[config.mk]
export PLATFORM = sky130hd
export DESIGN_NAME = lane_timer_bank
export DESIGN_NICKNAME = d
export VERILOG_FILES = /design/src/rtl/usb4_timer_pkg.sv /design/src/rtl/timer_channel.sv /design/src/rtl/lane_timer_bank.sv
export SDC_FILE = /design/constraint.sdc
export NUM_CORES = 1
export LEC_CHECK = 0
export ABC_AREA = 1
export CORE_MARGIN = 4
export CORE_UTILIZATION = 35
export CTS_CLUSTER_SIZE = 14
export DETAILED_ROUTE_END_ITERATION = 8
export GPL_TIMING_DRIVEN = 0
export HOLD_SLACK_MARGIN = 0.12
export PLACE_DENSITY = 0.71
export RECOVER_POWER = 25
export SYNTH_ARGS = -nofsm -noshare
export SYNTH_HDL_FRONTEND = slang
export SYNTH_SLANG_ARGS = --single-unit
[constraint.sdc]
create_clock -name sb_clk -period 3 [get_ports sb_clk]
set_input_delay 0.6 -clock sb_clk [delete_from_list [all_inputs] [get_ports sb_clk]]
set_output_delay 0.6 -clock sb_clk [all_outputs]
set_load 0.02 [all_outputs]
[src/rtl/usb4_timer_pkg.sv]
// Shared types and constants for the USB4 lane timer bank.
package usb4_timer_pkg;

    // Per-channel timer state
    typedef enum logic [1:0] {
        IDLE    = 2'd0,
        RUN     = 2'd1,
        EXPIRED = 2'd2
    } ch_state_e;

    // Default limits (in ticks) for the link training qualifiers
    localparam int unsigned TDISCONNECT_TX   = 50;
    localparam int unsigned TDISCONNECT_RX   = 14;
    localparam int unsigned TCONNECT_RX      = 25;
    localparam int unsigned TDISABLED        = 10;
    localparam int unsigned TTRAINING_ERROR  = 500;
    localparam int unsigned TGEN4_TS1        = 400;
    localparam int unsigned TGEN4_TS2        = 200;

    // Channel assignment used by the training FSM
    localparam int unsigned CH_DISCONNECT_TX  = 0;
    localparam int unsigned CH_DISCONNECT_RX  = 1;
    localparam int unsigned CH_CONNECT_RX     = 2;
    localparam int unsigned CH_DISABLED       = 3;
    localparam int unsigned CH_TRAINING_ERROR = 4;
    localparam int unsigned CH_GEN4_TS1       = 5;
    localparam int unsigned CH_GEN4_TS2       = 6;
    localparam int unsigned NUM_TRAIN_CH      = 7;

endpackage

[src/rtl/timer_channel.sv]
// One timeout channel: IDLE/RUN/EXPIRED FSM, counter, live limit compare.
module timer_channel
    import usb4_timer_pkg::*;
#(
    parameter int unsigned CNT_W = 16
) (
    input  logic             clk_i,
    input  logic             rst_i,
    input  logic             tick_i,
    input  logic             run_i,
    input  logic             clr_i,
    input  logic             periodic_i,
    input  logic [CNT_W-1:0] limit_i,
    output logic             expired_o,
    output logic             pulse_o,
    output logic [CNT_W-1:0] count_o
);

    ch_state_e        state_q, state_d;
    logic [CNT_W-1:0] count_q, count_d;
    logic             periodic_q, periodic_d;
    logic             expired_q, expired_d;
    logic             pulse_q, pulse_d;

    logic [CNT_W:0]   next_w;
    logic             hit_c;

    // Extra MSB on the increment detects saturation; limit 0 disables expiry
    assign next_w = {1'b0, count_q} + (CNT_W+1)'(1);
    assign hit_c  = (limit_i != '0) && (next_w >= {1'b0, limit_i});

    // Next-state and output logic; clear dominates everything
    always_comb begin
        state_d    = state_q;
        count_d    = count_q;
        periodic_d = periodic_q;
        expired_d  = expired_q;
        pulse_d    = 1'b0;

        case (state_q)
            IDLE: begin
                count_d   = '0;
                expired_d = 1'b0;
                if (run_i) begin
                    state_d    = RUN;
                    periodic_d = periodic_i;
                end
            end
            RUN: begin
                if (!run_i) begin
                    state_d = IDLE;
                    count_d = '0;
                end else if (tick_i) begin
                    if (hit_c) begin
                        pulse_d = 1'b1;
                        if (periodic_q) begin
                            count_d = '0;
                        end else begin
                            count_d   = limit_i;
                            expired_d = 1'b1;
                            state_d   = EXPIRED;
                        end
                    end else if (next_w[CNT_W]) begin
                        count_d = '1;
                    end else begin
                        count_d = next_w[CNT_W-1:0];
                    end
                end
            end
            EXPIRED: begin
                if (!run_i) begin
                    state_d   = IDLE;
                    count_d   = '0;
                    expired_d = 1'b0;
                end
            end
            default: begin
                state_d   = IDLE;
                count_d   = '0;
                expired_d = 1'b0;
            end
        endcase

        if (clr_i) begin
            state_d   = IDLE;
            count_d   = '0;
            expired_d = 1'b0;
            pulse_d   = 1'b0;
        end
    end

    // State and output registers
    always_ff @(posedge clk_i) begin
        if (rst_i) begin
            state_q    <= IDLE;
            count_q    <= '0;
            periodic_q <= 1'b0;
            expired_q  <= 1'b0;
            pulse_q    <= 1'b0;
        end else begin
            state_q    <= state_d;
            count_q    <= count_d;
            periodic_q <= periodic_d;
            expired_q  <= expired_d;
            pulse_q    <= pulse_d;
        end
    end

    assign expired_o = expired_q;
    assign pulse_o   = pulse_q;
    assign count_o   = count_q;

endmodule

[src/rtl/lane_timer_bank.sv]
// Bank of independent timeout timers sharing one prescaled tick.
module lane_timer_bank #(
    parameter int unsigned NUM_CH     = 7,
    parameter int unsigned CNT_W      = 16,
    parameter int unsigned PRESCALE_W = 8
) (
    input  logic                    sb_clk,
    input  logic                    rst,
    input  logic [PRESCALE_W-1:0]   tick_div,
    input  logic [NUM_CH-1:0]       ch_run,
    input  logic [NUM_CH-1:0]       ch_clr,
    input  logic [NUM_CH-1:0]       ch_periodic,
    input  logic [NUM_CH*CNT_W-1:0] ch_limit,
    output logic [NUM_CH-1:0]       ch_expired,
    output logic [NUM_CH-1:0]       ch_pulse,
    output logic [NUM_CH*CNT_W-1:0] ch_count
);

    logic [PRESCALE_W-1:0] presc_q, presc_d;
    logic                  tick_c;

    // Tick on terminal count; wrap silently if tick_div drops below presc
    assign tick_c  = (presc_q == tick_div);
    assign presc_d = (presc_q >= tick_div) ? '0 : presc_q + PRESCALE_W'(1);

    // Free-running prescaler
    always_ff @(posedge sb_clk) begin
        if (rst) begin
            presc_q <= '0;
        end else begin
            presc_q <= presc_d;
        end
    end

    for (genvar i = 0; i < NUM_CH; i++) begin : g_ch
        timer_channel #(
            .CNT_W(CNT_W)
        ) u_ch (
            .clk_i      (sb_clk),
            .rst_i      (rst),
            .tick_i     (tick_c),
            .run_i      (ch_run[i]),
            .clr_i      (ch_clr[i]),
            .periodic_i (ch_periodic[i]),
            .limit_i    (ch_limit[i*CNT_W +: CNT_W]),
            .expired_o  (ch_expired[i]),
            .pulse_o    (ch_pulse[i]),
            .count_o    (ch_count[i*CNT_W +: CNT_W])
        );
    end

endmodule

## Yosys cells after proc, flatten, opt, wreduce, memory -nomap -nowiden

Index checks and enable logic that the tools add are counted.

| storage, ports and cells | value |
|---|---|
| register bits | 155 |
| input bits | 143 |
| output and inout port bits | 126 |
| word-level logic and storage cells | 356 |

| cells by class | value |
|---|---|
| add/subtract/negate cells | 8 |
| order comparisons | 8 |
| eq/ne operators | 78 |
| mux-type cells | 147 |
| bitwise operators | 15 |
| reduce and logical (&&, ||, !) cells | 64 |

Operators by type and width:

| kind | number |
|---|---|
| $mux W16 | 42 |
| $pmux W16 S2 | 7 |
| $add A16 B1 Y17 const B | 7 |
| $ge A17 B16 Y1 | 7 |
| $reduce_bool A16 Y1 | 7 |
| $mux W2 | 42 |
| $reduce_and A5 Y1 | 14 |
| $ne A2 B2 Y1 const B | 34 |
| $mux W1 | 42 |
| $pmux W2 S3 | 7 |
| $ne A3 B3 Y1 const B | 13 |
| $reduce_or A5 Y1 | 7 |
| $reduce_and A2 Y1 | 14 |
| $ne A3 B2 Y1 const B | 8 |
| $ne A2 B1 Y1 const B | 8 |
| $reduce_or A2 Y1 | 8 |
| $not A1 Y1 | 15 |
| $eq A2 B1 Y1 const B | 7 |
| $eq A2 B2 Y1 const B | 7 |
| $logic_not A2 Y1 | 7 |
| $pmux W1 S2 | 7 |
| $add A8 B1 Y8 const B | 1 |
| $eq A8 B8 Y1 | 1 |
| $ge A8 B8 Y1 | 1 |
| $logic_and A1 B1 Y1 | 7 |

## Logic depth before layout (Yosys ltp)

| logic depth | value |
|---|---|
| depth in word-level cells | 7 |
| depth in mapped cells | 23 |

## Modules after synthesis

Synthesis repeated with hierarchy kept, for this count alone.

| unflattened totals | value |
|---|---|
| cells, all modules | 2286 |
| area, all modules | 14624.0 um2 |

Modules (own cells, without submodules):

| module | instances | cells an instance | area an instance (um2) | seq. area each (um2) |
|---|---|---|---|---|
| timer_channel at g_ch[0].u_ch ... | 6 | 313 | 1983.2 | 420.4 |
| timer_channel at g_ch[6].u_ch | 1 | 330 | 2177.1 | 420.4 |
| lane_timer_bank | 1 | 78 | 548.0 | 160.2 |

## Worst setup path after synthesis

OpenSTA, ideal clock, no wires.

| timing path | value |
|---|---|
| path kind | register to register |
| start point | register g_ch[5].u_ch.count_q[0] |
| end point | register g_ch[5].u_ch.count_q[14] |
| setup time | 70 ps |
| data arrival time | 3040 ps |
| data required time | 2930 ps |
| setup slack | -110 ps |
| cell stages (with the launch flop) | 18 |
| clock period less this slack | 3110 ps |
| cell sequence | dfxtp_1 -> ha_1 -> nand3_1 -> inv_1 -> nand2_2 -> nor3_1 -> nand2_1 -> xnor2_1 -> ha_1 -> nand2_1 -> nor4_1 -> nand3b_2 -> nand4_4 -> nand2_4 -> buf_6 -> nand2_1 -> nand3_1 -> a21oi_1 |

| on the way | value |
|---|---|
| cells in the longest elaborated chain, start to end | 7 |
| elaborated cells on any way between the ends | 8 |
| classes of those cells | add/sub: 1; order compare: 1; mux: 5; reduce/logical: 1 |

RTL lines:

| what | line | text |
|---|---|---|
| start: declaration | timer_channel.sv:20 | `logic [CNT_W-1:0] count_q, count_d;` |
| start signal: assignment | timer_channel.sv:102 | `count_q <= count_d;` |
| $add A16 B1 Y17 * | timer_channel.sv:29 | `assign next_w = {1'b0, count_q} + (CNT_W+1)'(1);` |
| $ge A17 B16 Y1 | timer_channel.sv:30 | `assign hit_c = (limit_i != '0) && (next_w >= {1'b0, limit_i});` |
| $logic_and A1 B1 Y1 | timer_channel.sv:30 |  |
| $mux W16 * | timer_channel.sv:54 | `if (hit_c) begin` |
| $mux W16 * | timer_channel.sv:53 | `end else if (tick_i) begin` |
| $mux W16 * | timer_channel.sv:50 | `if (!run_i) begin` |
| $pmux W16 S2 * | timer_channel.sv:40 | `case (state_q)` |

Mark *: on every way between the ends. The rest lies on a longest branch, timed or not. The select of a mux whose other input is x is not followed.
A chain may end at the register's enable or synchronous reset.

## Worst setup path in the final report

| timing path | value |
|---|---|
| start point | register g_ch[5].u_ch.count_q[0] |
| end point | register g_ch[5].u_ch.count_q[3] |

The elaborated chain is that of the path after synthesis.

==> summary.txt <==
Fill cells - 3,814
Synth top cells by count - nand2_1, inv_1, nand3_1
Final Wtd Congestion - 0.953
Max-slew headroom - 37.2%
Final setup TNS - 0 ns
Most numerous cell in the Yosys netlist - nand2_1
Critical R2R Capture - g_ch[5].u_ch.count_o[3]
Arr. time, crit path - 3.33 ns
Leakage Power - 0.00952 uW
Mapped Avg Cell Area - 6.14 um2
Period utilization - 99.3%
Top area cells in the synthesized netlist - dfxtp_1, nand2_1, ha_1
Count of cell types in the netlist - 40
DRT iter0 DRCs - 1,442
Final hold violations - 0
DP Area - 0.0176 mm2
CP max FO - 6
# Max-Cap Violations - 0
Placed cells - 3,121
First-pass GRT wire length - 81,800 um
Max Freq - 0.336 GHz
Hold path depth - 2
Chip width - 210 um
Io pins - 269
CP top delay family - simple AND/OR/NAND/NOR gates
Netlist Area Pre-Place - 0.0143 mm2
Syn. warnings - 0
Origin of the critical flop-to-flop path - g_ch[5].u_ch.count_o[0]
Largest net degree at the start of global routing - 19
Final min period - 2.98 ns
WL final - 54,100 um
Final core utilization - 52.4%
Gate Count Post-Synth - 2,329
Slew @ Worst Pin - 0.942 ns
Worst path cell trace - ha_4, nand3_4, inv_4, nand2_8, nor3_4, xor2_1, inv_2, ha_4, nand2_4, nor4_4, nand3_2, nand4_4, nand2_4, buf_6, nand2_1, nand3_1, a21oi_1
Max VDD drop - 0.286 mV
Non-Filler Instances - 3,265
Hold Path End - g_ch[1].u_ch.expired_o
Cts hold-fix bufs - 0
Vias/cell - 5.27
CP bufs+invs - 3
Worst R2R Setup Slack - 0.02 ns
Fin Clk Skew - 0.0121 ns
H-tree depth - 4
CTS Sinks - 155
Share of cells above drive strength 1 - 20.7%
Main synth FF type - dfxtp_1
Gr usage total - 22.4%
Min-delay src - g_ch[1].u_ch.expired_o
Number of global-route vias before repair - 16.1k
Dpl hpwl - 39,400 um
Antenna-violating nets left - 0
CP Capture Type - flop
Power density cells - 243 mW/mm2
DRT Pass-1 Iters - 6
Nets - 2,996
Final Instance Area - 0.0210 mm2
Sequential share of the synthesized area - 21.7%
Area growth from synthesis to layout - 46.9%
Ys async rst share - 0%
IO Port Bufs - 267
Largest area contributor in the netlist - dfxtp_1
CTS Buf Count - 17
Die height - 210 um
Site Rows - 73
Vias - 17.2k
CTS tree - done
Die area - 0.0441 mm2
Clock Latency Late Sink - 0.44 ns
Initial antenna violation count - 7
Mapped Nets - 2,600
Synth Register Bits - 155
DRC violations left - 0
CP max stage cell - dfxtp_4
Post-synth EDFFs - 0
Tot Pwr - 5110 uW
Worst-path clk slew - 0.07 ns
Startpoint types - flop
Status - finished, final reports clean
Average wire per standard cell - 16.6 um
Core area - 0.0401 mm2
GRT overflow - 0
Worst r2r path cells - 17
Tightest Hold Check Type - flop to flop
Required time worst endpoint - 3.35 ns
Final setup fails - 0
WS Path Type - flop to flop
Yosys top cell area share - 21.7%
Clk Tree Root Cell - clkbuf_16
Max incr delay on CP - 0.41 ns
Final Max Tran Viols - 0
Initial core utilization - 35.7%
RSZ-0062 raised after global routing - true
Deepest clock path buffer count - 2
==> state kept, by name, summed over array words and instances (netlist names) <==
name and count:
g_ch.u_ch.count_o 112, g_ch.u_ch.expired_o 7, g_ch.u_ch.periodic_q 7, g_ch.u_ch.pulse_o 7
g_ch.u_ch.state_q 14, presc_q 8
==> how the worst max path moves through the flow <==
stage,startpoint,end,slack (ns),cells past startpoint
CTS,g_ch[6].u_ch.count_o[1],g_ch[6].u_ch.count_o[12],0.003,18
global route,g_ch[5].u_ch.count_o[0],g_ch[5].u_ch.count_o[3],-0.11,17
finish,g_ch[5].u_ch.count_o[0],g_ch[5].u_ch.count_o[3],0.02,17
floorplan,g_ch[5].u_ch.count_o[0],g_ch[5].u_ch.count_o[14],-0.006,17
detailed placement,tick_div[7],g_ch[1].u_ch.pulse_o,-0.88,9
global placement,tick_div[7],g_ch[1].u_ch.pulse_o,-0.85,9
==> area by class of cell <==
type,instances,area (um2),share of cell area (%)
multi-input cells,1751,11000,52.6
repair buffers,378,3640,17.3
flip-flops and latches,155,3260,15.5
inverters,350,1320,6.27
well taps,525,657,3.13
plain buffers,72,458,2.18
clock buffers,18,439,2.09
clock inverters,14,180,0.858
diodes,2,5.00,0.0238
==> per-stage QoR <==
stage	setup slack (ns)	hold WS (ns)
2_1_floorplan	-0.00563	0.426
3_3_place_gp	-0.853	0.436
3_5_place_dp	-0.875	0.443
4_1_cts	0.00316	0.453
5_1_grt	-0.109	0.482
6_report	0.0222	0.449
==> metal layers <==
metal	vias to the layer above	routed length (um)	global-route usage [%]
met2	704	25700	37.5
met5	-	71	0
met4	12	1660	7.76
li1	8368	-	-
met1	7978	22700	29.2
met3	131	4010	3.63
==> worst register-to-register path, delay by kind of cell (launching register included) <==
family	cells	cell delay, ns
flip-flops	1	0.41
AO/OA/AOI/OAI	1	0.16
AND/OR/NAND/NOR	10	1.32
buffers and inverters	3	0.35
adder cells (fa/ha/maj)	2	0.44
XOR/XNOR	1	0.20
==> layout by cell type, fill, tap and decap left out, drive strengths merged, types with 3 or more instances in the layout <==
master | Yosys | routed
o21a | 7 | 7
clkinv | 16 | 20
a21oi | 199 | 199
a31o | 4 | 4
xnor2 | 20 | 20
nor4 | 38 | 38
buf | 41 | 148
or2 | 4 | 4
nand3 | 315 | 315
nor2 | 254 | 254
dfxtp | 155 | 155
nand2 | 574 | 574
xor2 | 63 | 63
inv | 334 | 340
nor3 | 56 | 56
clkdlybuf4s50 | 0 | 253
nand4 | 43 | 43
nand3b | 5 | 5
dlygate4sd3 | 0 | 14
clkbuf | 32 | 53
o21ai | 35 | 35
ha | 128 | 128
o211ai | 3 | 3
==> report_power, final <==
group          switching [uW]  internal, uW  total, uW
combinational             412           302        714
clock                    1050          1290       2340
sequential               13.3          2040       2060
total                    1480          3630       5110
==> cells by family (layout without fill, tap and decap cells) <==
kind of cell | Yosys count | after routing | share of synthesized area [%]
xor gates and xnor gates | 83 | 83 | 5.09
DFF | 155 | 155 | 21.7
buffers and inverters | 423 | 832 | 12.1
other | 0 | 2 | 0
and+or+nand+nor | 1290 | 1290 | 40.8
adders and majority gates | 128 | 128 | 11.2
AOI/OAI and AO/OA | 250 | 250 | 9.10
==> timing repair <==
item | 4_1_cts | 5_1_grt
setup endpoints to repair | 140 | 140
resized for setup | 135 | 339
pin swaps | 32 | 127
cloned | 4 | 3
endpoints found under the hold margin | 0 | 0
setup buffers | 53 | 51
(Power assumes the default switching activity.)
